File: src/rtl/stopwatch_pkg.sv
// Shared definitions for the stopwatch timekeeping core.
// Contents: controller state encoding, adjust field-select values and the
// default BCD digit limits used by the counters.
package stopwatch_pkg;

  typedef enum logic [1:0] {
    StPaused = 2'd0,
    StRun    = 2'd1,
    StAdjust = 2'd2
  } state_e;

  // Values of the adjust field select input.
  localparam logic SelMin = 1'b0;
  localparam logic SelSec = 1'b1;

  // Default limits of a two-digit field (00..59).
  localparam int unsigned DefMaxTens = 5;
  localparam int unsigned DefMaxOnes = 9;

endpackage

File: src/rtl/bcd_mod60.sv
// Two-digit BCD counter, 00..MAX_TENS MAX_ONES (00..59 by default).
// Ports:
//   master      clock, rising edge
//   rst         synchronous active-high reset to 00
//   inc         one-cycle increment enable
//   tens, ones  registered BCD digits
//   carry       combinational: inc is high while the count is at its maximum
module bcd_mod60
  import stopwatch_pkg::*;
#(
  parameter int unsigned MAX_TENS = DefMaxTens,
  parameter int unsigned MAX_ONES = DefMaxOnes
) (
  input  logic       master,
  input  logic       rst,
  input  logic       inc,
  output logic [3:0] tens,
  output logic [3:0] ones,
  output logic       carry
);

  localparam logic [3:0] TensMax = 4'(MAX_TENS);
  localparam logic [3:0] OnesMax = 4'(MAX_ONES);

  logic [3:0] tens_q, tens_d;
  logic [3:0] ones_q, ones_d;
  logic       at_max;

  assign at_max = (tens_q == TensMax) && (ones_q == OnesMax);
  assign carry  = inc && at_max;

  always_comb begin
    tens_d = tens_q;
    ones_d = ones_q;
    if (inc) begin
      if (ones_q == OnesMax) begin
        ones_d = 4'd0;
        tens_d = (tens_q == TensMax) ? 4'd0 : tens_q + 4'd1;
      end else begin
        ones_d = ones_q + 4'd1;
      end
    end
  end

  always_ff @(posedge master) begin
    if (rst) begin
      tens_q <= 4'd0;
      ones_q <= 4'd0;
    end else begin
      tens_q <= tens_d;
      ones_q <= ones_d;
    end
  end

  assign tens = tens_q;
  assign ones = ones_q;

endmodule

File: src/rtl/stopwatch_core.sv
// Stopwatch timekeeping core: MM:SS BCD count with run, pause and adjust.
// Build option: define STOPWATCH_BLINK_EN to blink the selected field while
// adjusting; otherwise blank is held at 4'b0000 and tick_fast is unused.
// Ports:
//   master                  clock, rising edge
//   rst                     synchronous active-high reset
//   tick_1hz/2hz/fast       one-cycle count / adjust / blink enables
//   pause_p                 one-cycle pause/resume pulse
//   adj, sel                adjust level; field select (0 minutes, 1 seconds)
//   min_*, sec_*            registered BCD digits
//   running                 high while counting
//   wrap                    one-cycle pulse on 59:59 -> 00:00 while counting
//   blank                   digit blank mask {min_tens, min_ones, sec_tens, sec_ones}
module stopwatch_core
  import stopwatch_pkg::*;
#(
  parameter int unsigned MAX_TENS = DefMaxTens,
  parameter int unsigned MAX_ONES = DefMaxOnes
) (
  input  logic       master,
  input  logic       rst,
  input  logic       tick_1hz,
  input  logic       tick_2hz,
  input  logic       tick_fast,
  input  logic       pause_p,
  input  logic       adj,
  input  logic       sel,
  output logic [3:0] min_tens,
  output logic [3:0] min_ones,
  output logic [3:0] sec_tens,
  output logic [3:0] sec_ones,
  output logic       running,
  output logic       wrap,
  output logic [3:0] blank
);

  state_e state_q, state_d;
  logic   resume_run_q, resume_run_d;
  logic   running_q;
  logic   wrap_q, wrap_d;
  logic   sec_inc, sec_carry;
  logic   min_inc, min_carry;

  bcd_mod60 #(
    .MAX_TENS(MAX_TENS),
    .MAX_ONES(MAX_ONES)
  ) u_sec (
    .master(master),
    .rst   (rst),
    .inc   (sec_inc),
    .tens  (sec_tens),
    .ones  (sec_ones),
    .carry (sec_carry)
  );

  bcd_mod60 #(
    .MAX_TENS(MAX_TENS),
    .MAX_ONES(MAX_ONES)
  ) u_min (
    .master(master),
    .rst   (rst),
    .inc   (min_inc),
    .tens  (min_tens),
    .ones  (min_ones),
    .carry (min_carry)
  );

  // Increments are decided from the registered state, so a tick that
  // coincides with a state change still lands under the old state's rules.
  always_comb begin
    state_d      = state_q;
    resume_run_d = resume_run_q;
    sec_inc      = 1'b0;
    min_inc      = 1'b0;
    wrap_d       = 1'b0;
    unique case (state_q)
      StPaused: begin
        if (adj) begin
          state_d      = StAdjust;
          resume_run_d = 1'b0;
        end else if (pause_p) begin
          state_d = StRun;
        end
      end
      StRun: begin
        sec_inc = tick_1hz;
        min_inc = sec_carry;
        // Minutes only carry when seconds carry, so this is 59:59 -> 00:00.
        wrap_d  = min_carry;
        if (adj) begin
          state_d      = StAdjust;
          resume_run_d = 1'b1;
        end else if (pause_p) begin
          state_d = StPaused;
        end
      end
      StAdjust: begin
        sec_inc = tick_2hz && (sel == SelSec);
        min_inc = tick_2hz && (sel == SelMin);
        if (!adj) begin
          state_d = resume_run_q ? StRun : StPaused;
        end
      end
      default: state_d = StPaused;
    endcase
  end

  always_ff @(posedge master) begin
    if (rst) begin
      state_q      <= StPaused;
      resume_run_q <= 1'b0;
      running_q    <= 1'b0;
      wrap_q       <= 1'b0;
    end else begin
      state_q      <= state_d;
      resume_run_q <= resume_run_d;
      running_q    <= (state_d == StRun);
      wrap_q       <= wrap_d;
    end
  end

  assign running = running_q;
  assign wrap    = wrap_q;

`ifdef STOPWATCH_BLINK_EN
  logic       phase_q, phase_d;
  logic [3:0] blank_q, blank_d;

  always_comb begin
    phase_d = phase_q;
    if (state_q != StAdjust && state_d == StAdjust) begin
      phase_d = 1'b0;
    end else if (state_q == StAdjust && tick_fast) begin
      phase_d = ~phase_q;
    end
    blank_d = 4'b0000;
    if (state_d == StAdjust && phase_d) begin
      blank_d = (sel == SelSec) ? 4'b0011 : 4'b1100;
    end
  end

  always_ff @(posedge master) begin
    if (rst) begin
      phase_q <= 1'b0;
      blank_q <= 4'b0000;
    end else begin
      phase_q <= phase_d;
      blank_q <= blank_d;
    end
  end

  assign blank = blank_q;
`else
  logic unused_tick_fast;
  assign unused_tick_fast = tick_fast;
  assign blank            = 4'b0000;
`endif

endmodule

File: config.mk
export PLATFORM = sky130hd
export DESIGN_NAME = stopwatch_core
export DESIGN_NICKNAME = d
export VERILOG_FILES = /design/src/rtl/stopwatch_pkg.sv /design/src/rtl/bcd_mod60.sv /design/src/rtl/stopwatch_core.sv
export SDC_FILE = /design/constraint.sdc
export NUM_CORES = 1
export LEC_CHECK = 0
export ABC_AREA = 1
export BUFFER_PORTS_ARGS = -buffer_cell sky130_fd_sc_hd__clkbuf_2
export CELL_PAD_IN_SITES_DETAIL_PLACEMENT = 1
export CELL_PAD_IN_SITES_GLOBAL_PLACEMENT = 1
export CORE_UTILIZATION = 36
export DETAILED_ROUTE_END_ITERATION = 10
export PLACE_DENSITY = 0.73
export SLEW_MARGIN = 40
export SYNTH_ARGS = -nofsm -noshare
export SYNTH_HDL_FRONTEND = slang
export SYNTH_SLANG_ARGS = --single-unit
File: constraint.sdc
create_clock -name master -period 1.8 [get_ports master]
set_input_delay 0.09 -clock master [delete_from_list [all_inputs] [get_ports master]]
set_output_delay 0.09 -clock master [all_outputs]
set_load 0.05 [all_outputs]
==> metrics.txt, run 1 <==
clk sinks=21; Worst Setup End Kind=register; largest net degree at the start of global routing=14; Tmin final=approximately 1.7 ns; outcome=complete, no violations; core area=3100 um^2; register area share after synthesis=35.2%; Synth warnings=0; synthesized instance count=between 150 and 200; FF-to-FF path depth=7; Setup WS pre-CTS=~0.063 ns; Vias=1140; Max Fanout on Critical Path=5; Final Setup Violations=0; Power Density=slightly below 600 nW/um^2; Final Hold Fails=0; DP Wirelength=around 2100 um; Slew Viols, Final=0; layout cell share with drive strength beyond 1=between 20 and 25%; First-pass DRT Iterations=4; syn avg cell area=around 7.1 um^2; Final WS setup=~0.14 ns; Worst-path clk slew=approximately 0.12 ns; GRT Util Overall=around 18%; initial drt markers=27; initial antenna violation count=0; Hold Crit Depth=2; # rows=20; antenna cells=0; Data arrival, critical path=between 1.5 and 2 ns; VDD IR max=approximately 0.24 mV; die width=between 50 and 60 um; TritonCTS Buffers=3; routability cong.=between 0.8 and 0.9; Vias/cell=4.77; WHS=approximately 0.13 ns; nets=209; # H-tree levels=1; latest clock arrival within the worst-skew pair=around 0.31 ns; Routed Antenna Nets=0; starting density of the core=38.5%; total wire length=2860 um; maximum root-to-sink buffer count=2; DRC viols=0; Crit Path Category=register to register; WL/cell=12.0 um; Fmax achieved=about 600 MHz; Buffers on Ports=24; IO Count=30; remaining global-route overflow=0; Max Cap Viol=0; CTS tree=done; hold buffer count at cts=0; vias in the first global route=around 1100; Crit path required time=a little over 2 ns; first-pass GRT wire length=4770 um; Area Overhead vs Synth=17.6%; Startpoint Class=register; Netlist cell types=31; Die H=59.6 um; synthesized area=1190 um^2; Hold Path Class=primary input to register; P_leak=between 0.5 and 0.6 nW; clk root buf=clkbuf_4; final worst path period share=between 90% and 100%; number of synthesized register bits=21; Clock Skew=about 0.0096 ns; DIE AREA=around 3500 um^2
==> cells in the mapped netlist, drive strengths merged <==
library cell	instances	area, um^2
conb	1	3.75
or2	2	12.5
o31ai	1	7.51
xor2	3	26.3
nor2	23	88.8
a21oi	11	55.1
clkbuf	1	3.75
nor3	4	31.3
dfxtp	21	420
and3	1	6.26
nor4	1	6.26
o21ai	10	50.1
a31oi	1	6.26
ha	5	62.6
inv	22	82.6
nand4	3	18.8
o211ai	1	7.51
nand3	16	103
nand2	32	133
a21boi	1	18.8
buf	6	42.5
nand3b	1	7.51
==> cells in the final DEF, fill, tap and decap left out, drive strengths merged <==
cell,instances
and3,1
o31ai,1
nand3b,1
nor3,4
a21oi,11
a21boi,1
buf,3
conb,4
dfxtp,21
inv,22
nand3,16
o211ai,1
ha,5
nor4,1
o21ai,10
nand4,3
nor2,23
xor2,3
nand2,33
clkbuf,28
a31oi,1
or2,2
==> state kept, by name, indices dropped and copies added (netlist names) <==
name	cells
resume_run_q	1
running	1
state_q	2
u_min.ones	4
u_min.tens	4
u_sec.ones	4
u_sec.tens	4
wrap	1
==> through the flow <==
stage	instance area (um^2)	cells	power (mW)	TNS, ns	utilization [%]
6_report	1400	239	0.836	0	45.2
5_1_grt	1400	239	0.890	-0.0136	45.2
4_1_cts	1380	237	0.850	0	44.3
3_5_place_dp	1350	233	0.611	0	43.5
3_3_place_gp	1350	233	0.608	0	43.5
2_1_floorplan	1200	170	0.583	0	-
==> kinds of logic (layout without fill, tap and decap cells) <==
family                   count (synthesis)  count (layout)  share of synthesized area (%)
AND/OR/NAND/NOR                         83              84                           34.1
buffers and inverters                   29              53                           10.8
AO/OA/AOI/OAI                           25              25                           12.2
flip-flops                              21              21                           35.2
adder cells (fa/ha/maj)                  5               5                           5.24
XOR/XNOR                                 3               3                           2.20
other                                    1               4                          0.314
==> worst paths after layout <==
kind	slack, ns	from	endpoint
worst max-delay path	0.14	state_q[1]	u_sec.tens[3]
worst max register to register	0.14	state_q[1]	u_sec.tens[3]
worst min-delay path	0.13	rst	state_q[0]
worst min register to register	0.50	u_sec.tens[3]	u_sec.tens[3]
==> area by class of cell <==
cell class / instances / area [um^2]
sequential: 21 / 425
multi-input combinational: 121 / 672
clock buffer: 4 / 26.3
fill: 439 / 1700
inverter: 22 / 82.6
tap: 44 / 55.1
timing repair buffer: 27 / 143
==> power by group <==
| group | switching (mW) | internal, mW |
|---|---|---|
| clock | 0.148 | 0.0866 |
| combinational | 0.0872 | 0.0362 |
| sequential | 0.00724 | 0.471 |
| total | 0.242 | 0.594 |
==> layer usage <==
layer  global-route usage [%]  vias up  routed length (um)
met5                        0        -                   0
met4                     6.98        0                  44
met3                     2.62        5                  77
met2                     31.0       18                1390
met1                     22.1      527                1340
li1                         -      590                   -
==> critical path, stage by stage (launching register included) <==
cell,delay [ns]
dfxtp_2,0.38
inv_1,0.08
ha_1,0.30
a21boi_4,0.26
nand2_2,0.11
or2_1,0.26
o21ai_1,0.14
a21oi_1,0.05
==> what timing repair did <==
| action | CTS | global route |
|---|---|---|
| buffers inserted | 0 | 1 |
| endpoints found under the setup margin | 0 | 14 |
| resized for setup | 0 | 6 |
(Power assumes the default switching activity.)
==> inputs of run 2 (changes only) <==
--- a/config.mk
+++ b/config.mk
@@ -5,11 +5,10 @@
 export SDC_FILE = /design/constraint.sdc
 export NUM_CORES = 1
 export LEC_CHECK = 0
-export ABC_AREA = 1
 export BUFFER_PORTS_ARGS = -buffer_cell sky130_fd_sc_hd__clkbuf_2
 export CELL_PAD_IN_SITES_DETAIL_PLACEMENT = 1
 export CELL_PAD_IN_SITES_GLOBAL_PLACEMENT = 1
-export CORE_UTILIZATION = 36
+export CORE_UTILIZATION = 37
 export DETAILED_ROUTE_END_ITERATION = 10
 export PLACE_DENSITY = 0.73
 export SLEW_MARGIN = 40
==> run 2 against run 1 <==
The run now ends with DRC, setup timing left. First-iteration DRC count grew 130%. Sequential power is essentially flat. Largest cell class unchanged. Sequential share of layout area is 2.1 points lower. Power is 3.8% higher. Setup slack lost 0.36 ns. Maximum frequency fell by 18%. Critical endpoint is now u_min.tens[2]. Die area down 8.7%. Core utilization grew 9.7 points. Wire length increased by 4.9%.
==> metrics.txt, run 2 <==
outcome=complete, but fails checks; failing checks=DRC, setup timing; synthesized area=~1100 um^2; synth cell count leaders=dfxtp_1, nor2_1, a21oi_1, nand2_1; R2R Setup Slk=-0.22 ns; DIE AREA=around 3200 um^2; first-pass GRT wire length=4640 um; Slew Viols, Final=0; Final WS setup=-0.224 ns; Synth top area share=37.7%; Power Density=563 nW/um^2; multi-input logic area=723 um^2; First-pass DRT Iterations=7; asr flop ratio synth=0%; # H-tree levels=1; initial drt markers=62; Fmax achieved=between 400 and 500 MHz; number of synthesized register bits=21; maximum root-to-sink buffer count=2; syn avg cell area=about 8.7 um^2; Flop pwr share=a little over half; routability cong.=around 0.77; RSZ-0062 raised after global routing=yes; Worst-path clk slew=roughly 0.12 ns; CP delay by family, top=simple AND/OR/NAND/NOR gates; Buffers on Ports=24; Netlist cell types=40; hold buffer count at cts=0; Setup WS pre-CTS=-0.261 ns; IO Count=30; Clock Power Share=approximately 27%; fin util=a little over half; WL/cell=14.6 um; Data arrival, critical path=about 2.3 ns; EDFF count, synth=0; Comb pwr share=a little under a fifth; WHS=0.129 ns; layout cell share with drive strength beyond 1=between 40% and 50%; # rows=19; clk root buf=clkbuf_4; Crit-path slowest cell=or4bb_4; Final Hold Fails=0; DP Wirelength=2130 um; clk sinks=21; switching power=0.252 mW; Clock Skew=around 0.0033 ns; Buf/Inv on CP=1; VDD IR max=0.491 mV; register area share after synthesis=between 30% and 40%; Synth warnings=0; latest clock arrival within the worst-skew pair=approximately 0.31 ns; Tmin final=2.02 ns; commonest non-fill, non-tap cells in the layout=clkbuf_2, buf_4, nor2_1, dfxtp_1, nand2_1; crit path cell chain=ha_4, or4bb_4, nor4_4, buf_4, o211ai_4, or3b_1, a21oi_2; ranking of synthesized cells by area=dfxtp_1, ha_1, nor2_1, a21oi_1, nand2_1; register area=between 400 and 500 um^2; total wire length=around 3000 um; P_leak=between 0.6 and 0.7 nW; Max Fanout on Critical Path=5; initial antenna violation count=0; GRT Util Overall=between 10% and 20%; Vias/cell=a little over 5; starting density of the core=about two fifths; largest stage delay on the critical path=around 0.48 ns; remaining global-route overflow=0; Hold Path Class=primary input to register; top_reg_cell synth=dfxtp_1; TritonCTS Buffers=3; CTS tree=done; Crit path required time=between 2 and 2.5 ns; DRC viols=4; die width=56.9 um; Fill cells=343; most common cell after layout, fill and taps aside=clkbuf_2; Final Setup Violations=7; Power Internal=just over 0.6 mW; Crit Path Category=register to register; Die H=around 57 um; Max Cap Viol=0; area leader, netlist=dfxtp_1; Area Overhead vs Synth=38.1%; Startpoint Class=register; most frequent cell after synthesis=dfxtp_1; final worst path period share=112%; nets=approximately 190; Routed Antenna Nets=0; Net Sw Frac=29.0%; synthesized instance count=roughly 130; Vias=between 1000 and 1500; antenna cells=0; largest net degree at the start of global routing=21; core area=~2800 um^2; vias in the first global route=about 1000; Worst Setup End Kind=register
==> run 2: changes by cell type after synthesis, sizes merged, moves of 3 or more <==
cell   previous run  this run
xnor2             0         3
o21ai            10         6
inv              22         6
nand2            32        10
nand4             3         0
nor2             23        16
nand3            16         3
==> run 2: path summary, 6_finish.rpt <==
kind	start	end	depth (start not counted)
setup reg to reg	state_q[0]	u_min.tens[2]	7
hold reg to reg	resume_run_q	resume_run_q	2
hold / removal	adj	resume_run_q	3
setup / recovery	state_q[0]	u_min.tens[2]	7
==> run 2: cell families (layout without fill, tap and decap cells) <==
logic type | Yosys count | count (layout) | synth area share, %
AO/OA/AOI/OAI | 28 | 28 | 17.2
XOR/XNOR | 7 | 7 | 5.49
adder cells (fa/ha/maj) | 5 | 5 | 5.61
buffers and inverters | 13 | 57 | 5.83
flip-flops | 21 | 21 | 37.7
multiplexers | 3 | 3 | 2.80
other | 1 | 4 | 0.336
AND/OR/NAND/NOR | 50 | 50 | 25.1
==> run 2: through the flow <==
step                instances  area [um^2]  total power [mW]  TNS [ns]
floorplan                 131         1150             0.575    -0.932
global placement          199         1420             0.613    -0.933
detailed placement        199         1420             0.619     -1.71
CTS                       204         1470             0.855     -1.61
global route              206         1540             0.912     -2.44
finish                    206         1540             0.868     -1.23
==> run 2: power groups by stage <==
stage	clock network (mW)	logic, mW	registers (mW)
2_1_floorplan	0	0.0798	0.495
3_3_place_gp	0	0.128	0.485
3_5_place_dp	0	0.133	0.486
4_1_cts	0.243	0.136	0.476
5_1_grt	0.263	0.172	0.478
6_report	0.232	0.159	0.477
==> run 2: area by class of cell <==
class | count | share of cell area (%)
Timing Repair Buffer | 47 | 19.0
Sequential cell | 21 | 28.2
Inverter | 6 | 1.70
Multi-Input combinational cell | 97 | 46.9
Tap cell | 31 | 2.52
Clock buffer | 4 | 1.70
==> run 2: routing by layer <==
layer  GRT usage (%)  up-vias  wire (um)
met5               0        -          0
met4            6.27        0         29
met3            4.84        4         90
met2            32.8       17       1580
met1            22.4      508       1300
li1                -      540          -
==> run 2: worst reg2reg max path, delay by kind of cell (launching register included) <==
kind                       cells  cell delay [ns]
and+or+nand+nor                3             1.02
DFF                            1             0.41
AOI/OAI and AO/OA              2             0.22
buffers and inverters          1             0.17
adders and majority gates      1             0.15
==> run 2: timing repair <==
item                                    CTS  global route
setup buffers                             1             2
hold endpoints to repair                  0             0
endpoints found under the setup margin   11            14
gates resized for setup                   5            10
pin swaps                                 0             5
==> inputs of run 3 (changes only) <==
--- a/config.mk
+++ b/config.mk
@@ -8,10 +8,12 @@
 export BUFFER_PORTS_ARGS = -buffer_cell sky130_fd_sc_hd__clkbuf_2
 export CELL_PAD_IN_SITES_DETAIL_PLACEMENT = 1
 export CELL_PAD_IN_SITES_GLOBAL_PLACEMENT = 1
-export CORE_UTILIZATION = 37
+export CORE_UTILIZATION = 38
+export CTS_CLUSTER_DIAMETER = 60
 export DETAILED_ROUTE_END_ITERATION = 10
-export PLACE_DENSITY = 0.73
+export PLACE_DENSITY = 0.74
 export SLEW_MARGIN = 40
 export SYNTH_ARGS = -nofsm -noshare
 export SYNTH_HDL_FRONTEND = slang
+export SYNTH_HIERARCHICAL = 1
 export SYNTH_SLANG_ARGS = --single-unit
==> run 3 against run 2 <==
Clock skew hardly changed. Global-route usage increased by 1.4 points. Combinational power down 16%. Largest power group unchanged. Via count rose by 1.9%. The run still ends with DRC, setup timing left. Area after synthesis up 5.5%. Clock-buffer cell count fell by 1.
==> metrics.txt, run 3 <==
outcome=complete, but fails checks; failing checks=DRC, setup timing; first-pass GRT wire length=around 5200 um; # rows=19; Max Fanout on Critical Path=4; Final Setup Violations=9; DP Wirelength=approximately 2400 um; IO Count=30; GRT Util Overall=between 20% and 30%; die width=about 58 um; commonest non-fill, non-tap cells in the layout=clkbuf_2, buf_4, dfxtp_1, nand2_1, nor2_1; RSZ-0062 raised after global routing=yes; hold buffer count at cts=0; register area=roughly 430 um^2; Synth top area share=35.7%; Area Overhead vs Synth=33.3%; area leader, netlist=dfxtp_1; final worst path period share=129%; Max Cap Viol=0; CTS tree=done; # H-tree levels=1; Routed Antenna Nets=0; setup_tns=-3.52 ns; Placed Area=about 1500 um^2; Power Internal=approximately 0.6 mW; vias in the first global route=roughly 1100; placed cell count=approximately 200; synthesized instance count=about 130; Netlist cell types=34; Die H=around 58 um; nets=190; Buffers on Ports=24; initial drt markers=51; top_reg_cell synth=dfxtp_1; most frequent cell after synthesis=dfxtp_1; Final WS setup=-0.524 ns; Clock Skew=a little under 0.003 ns; DIE AREA=3320 um^2; Worst Setup End Kind=register; synthesized area=about 1200 um^2; VDD IR max=around 0.27 mV; Crit path required time=between 2 and 2.5 ns; multi-input logic area=between 700 and 800 um^2; largest net degree at the start of global routing=15; First-pass DRT Iterations=7; clk root buf=clkbuf_4; asr flop ratio synth=0%; most common cell after layout, fill and taps aside=clkbuf_2; Fmax achieved=approximately 430 MHz; Clock Power Share=approximately 28%; Synth warnings=6; total wire length=3070 um; Comb pwr share=~16%; Worst-path clk slew=about 0.13 ns; switching power=roughly 0.25 mW; Hold Path Class=primary input to register; layout cell share with drive strength beyond 1=~39%; Power Density=between 500 and 600 nW/um^2; Vias/cell=between 5 and 6; Fill cells=345; DRC viols=2; total power=about 0.85 mW; Final Hold Fails=0; Vias=1089; remaining global-route overflow=0; fin util=between 50% and 60%; ranking of synthesized cells by area=dfxtp_1, nand2_1, ha_1, nand2b_1, a21oi_1; number of synthesized register bits=21; synth cell count leaders=dfxtp_1, nand2_1, nor2_1; clk sinks=21; WL/cell=about 15 um; Crit Path Category=register to register; maximum root-to-sink buffer count=2; R2R Setup Slk=-0.52 ns; final non-filler cell total=208; register area share after synthesis=around 36%; routability cong.=0.730; initial antenna violation count=0; Design Area, Final=approximately 1600 um^2; Startpoint Class=register; starting density of the core=between 40% and 50%; Flop pwr share=a little under three fifths; antenna cells=0; Tmin final=around 2.3 ns; syn avg cell area=8.85 um^2; EDFF count, synth=0; P_leak=roughly 0.73 nW; TritonCTS Buffers=3; core area=roughly 2900 um^2; Net Sw Frac=roughly 29%; Slew Viols, Final=0; Data arrival, critical path=~2.5 ns; latest clock arrival within the worst-skew pair=roughly 0.31 ns
[run 3: cell types whose count changed in the layout (fill, tap and decap cells not counted), sizes merged, moves of 4 or more]
| cell | change |
|---|---|
| nor2 | -6 |
| nand2b | +6 |
| nor2b | +4 |
| and3b | +4 |
| nand2 | +5 |
| nand4 | +4 |
[run 3: through the flow]
| step | hold slack, ns | setup WS (ns) |
|---|---|---|
| after detailed placement | 0.468 | -0.574 |
| after global placement | 0.430 | -0.446 |
| after global routing | 0.156 | -0.629 |
| final | 0.133 | -0.524 |
| after floorplan | 0.153 | -0.568 |
| after CTS | 0.140 | -0.544 |
[run 3: worst paths after layout]
path / start / end / depth (start not counted)
max: state_q[0] / u_min/tens[3] / 12
min reg2reg: u_min/tens[0] / u_min/tens[0] / 2
max reg2reg: state_q[0] / u_min/tens[3] / 12
min: adj / state_q[1] / 3
[run 3: final cells by class]
type,instances,share of cell area (%)
clock buffer,3,1.44
clock inverter,1,0.319
inverter,5,1.52
multi-input combinational,102,49.3
sequential,21,27.3
tap,31,2.47
timing repair buffer,45,17.7
[run 3: logic make-up (layout without fill, tap and decap cells)]
family / count (synthesis) / in the layout / synth area share, %
AOI/OAI and AO/OA: 23 / 23 / 12.0
other: 1 / 4 / 0.319
buffers and inverters: 13 / 54 / 7.33
muxes: 5 / 5 / 5.21
adders and majority gates: 4 / 4 / 4.25
xor gates and xnor gates: 4 / 4 / 2.98
and+or+nand+nor: 62 / 62 / 32.2
DFF: 21 / 21 / 35.7
[run 3: worst max-delay path: stages, from the launching register on]
cell,delay (ns)
dfxtp_4,0.41
inv_4,0.05
ha_4,0.26
nor2b_4,0.13
and3b_2,0.22
nand2_4,0.06
nor3_4,0.12
nand2_1,0.09
o21ai_2,0.07
and2_4,0.16
and3b_2,0.25
nand4_4,0.11
mux2_4,0.31
[run 3: routing by layer]
metal	routed length, um	global-route usage, %
met1	1320	24.7
met2	1620	37.4
met3	128	3.35
met4	13	4.08
met5	0	0
[run 3: timing repair]
| action | CTS | global route |
|---|---|---|
| setup buffers | 1 | 0 |
| gates resized for setup | 4 | 2 |
| cloned | 0 | 0 |
| setup endpoints to repair | 9 | 10 |
| pin swaps | 5 | 1 |
[run 3: power groups by stage]
stage / combinational (mW) / sequential (mW) / clock (mW)
5_1_grt: 0.148 / 0.481 / 0.261
4_1_cts: 0.130 / 0.479 / 0.246
3_3_place_gp: 0.124 / 0.489 / 0
2_1_floorplan: 0.0863 / 0.499 / 0
3_5_place_dp: 0.129 / 0.490 / 0
6_report: 0.134 / 0.480 / 0.241
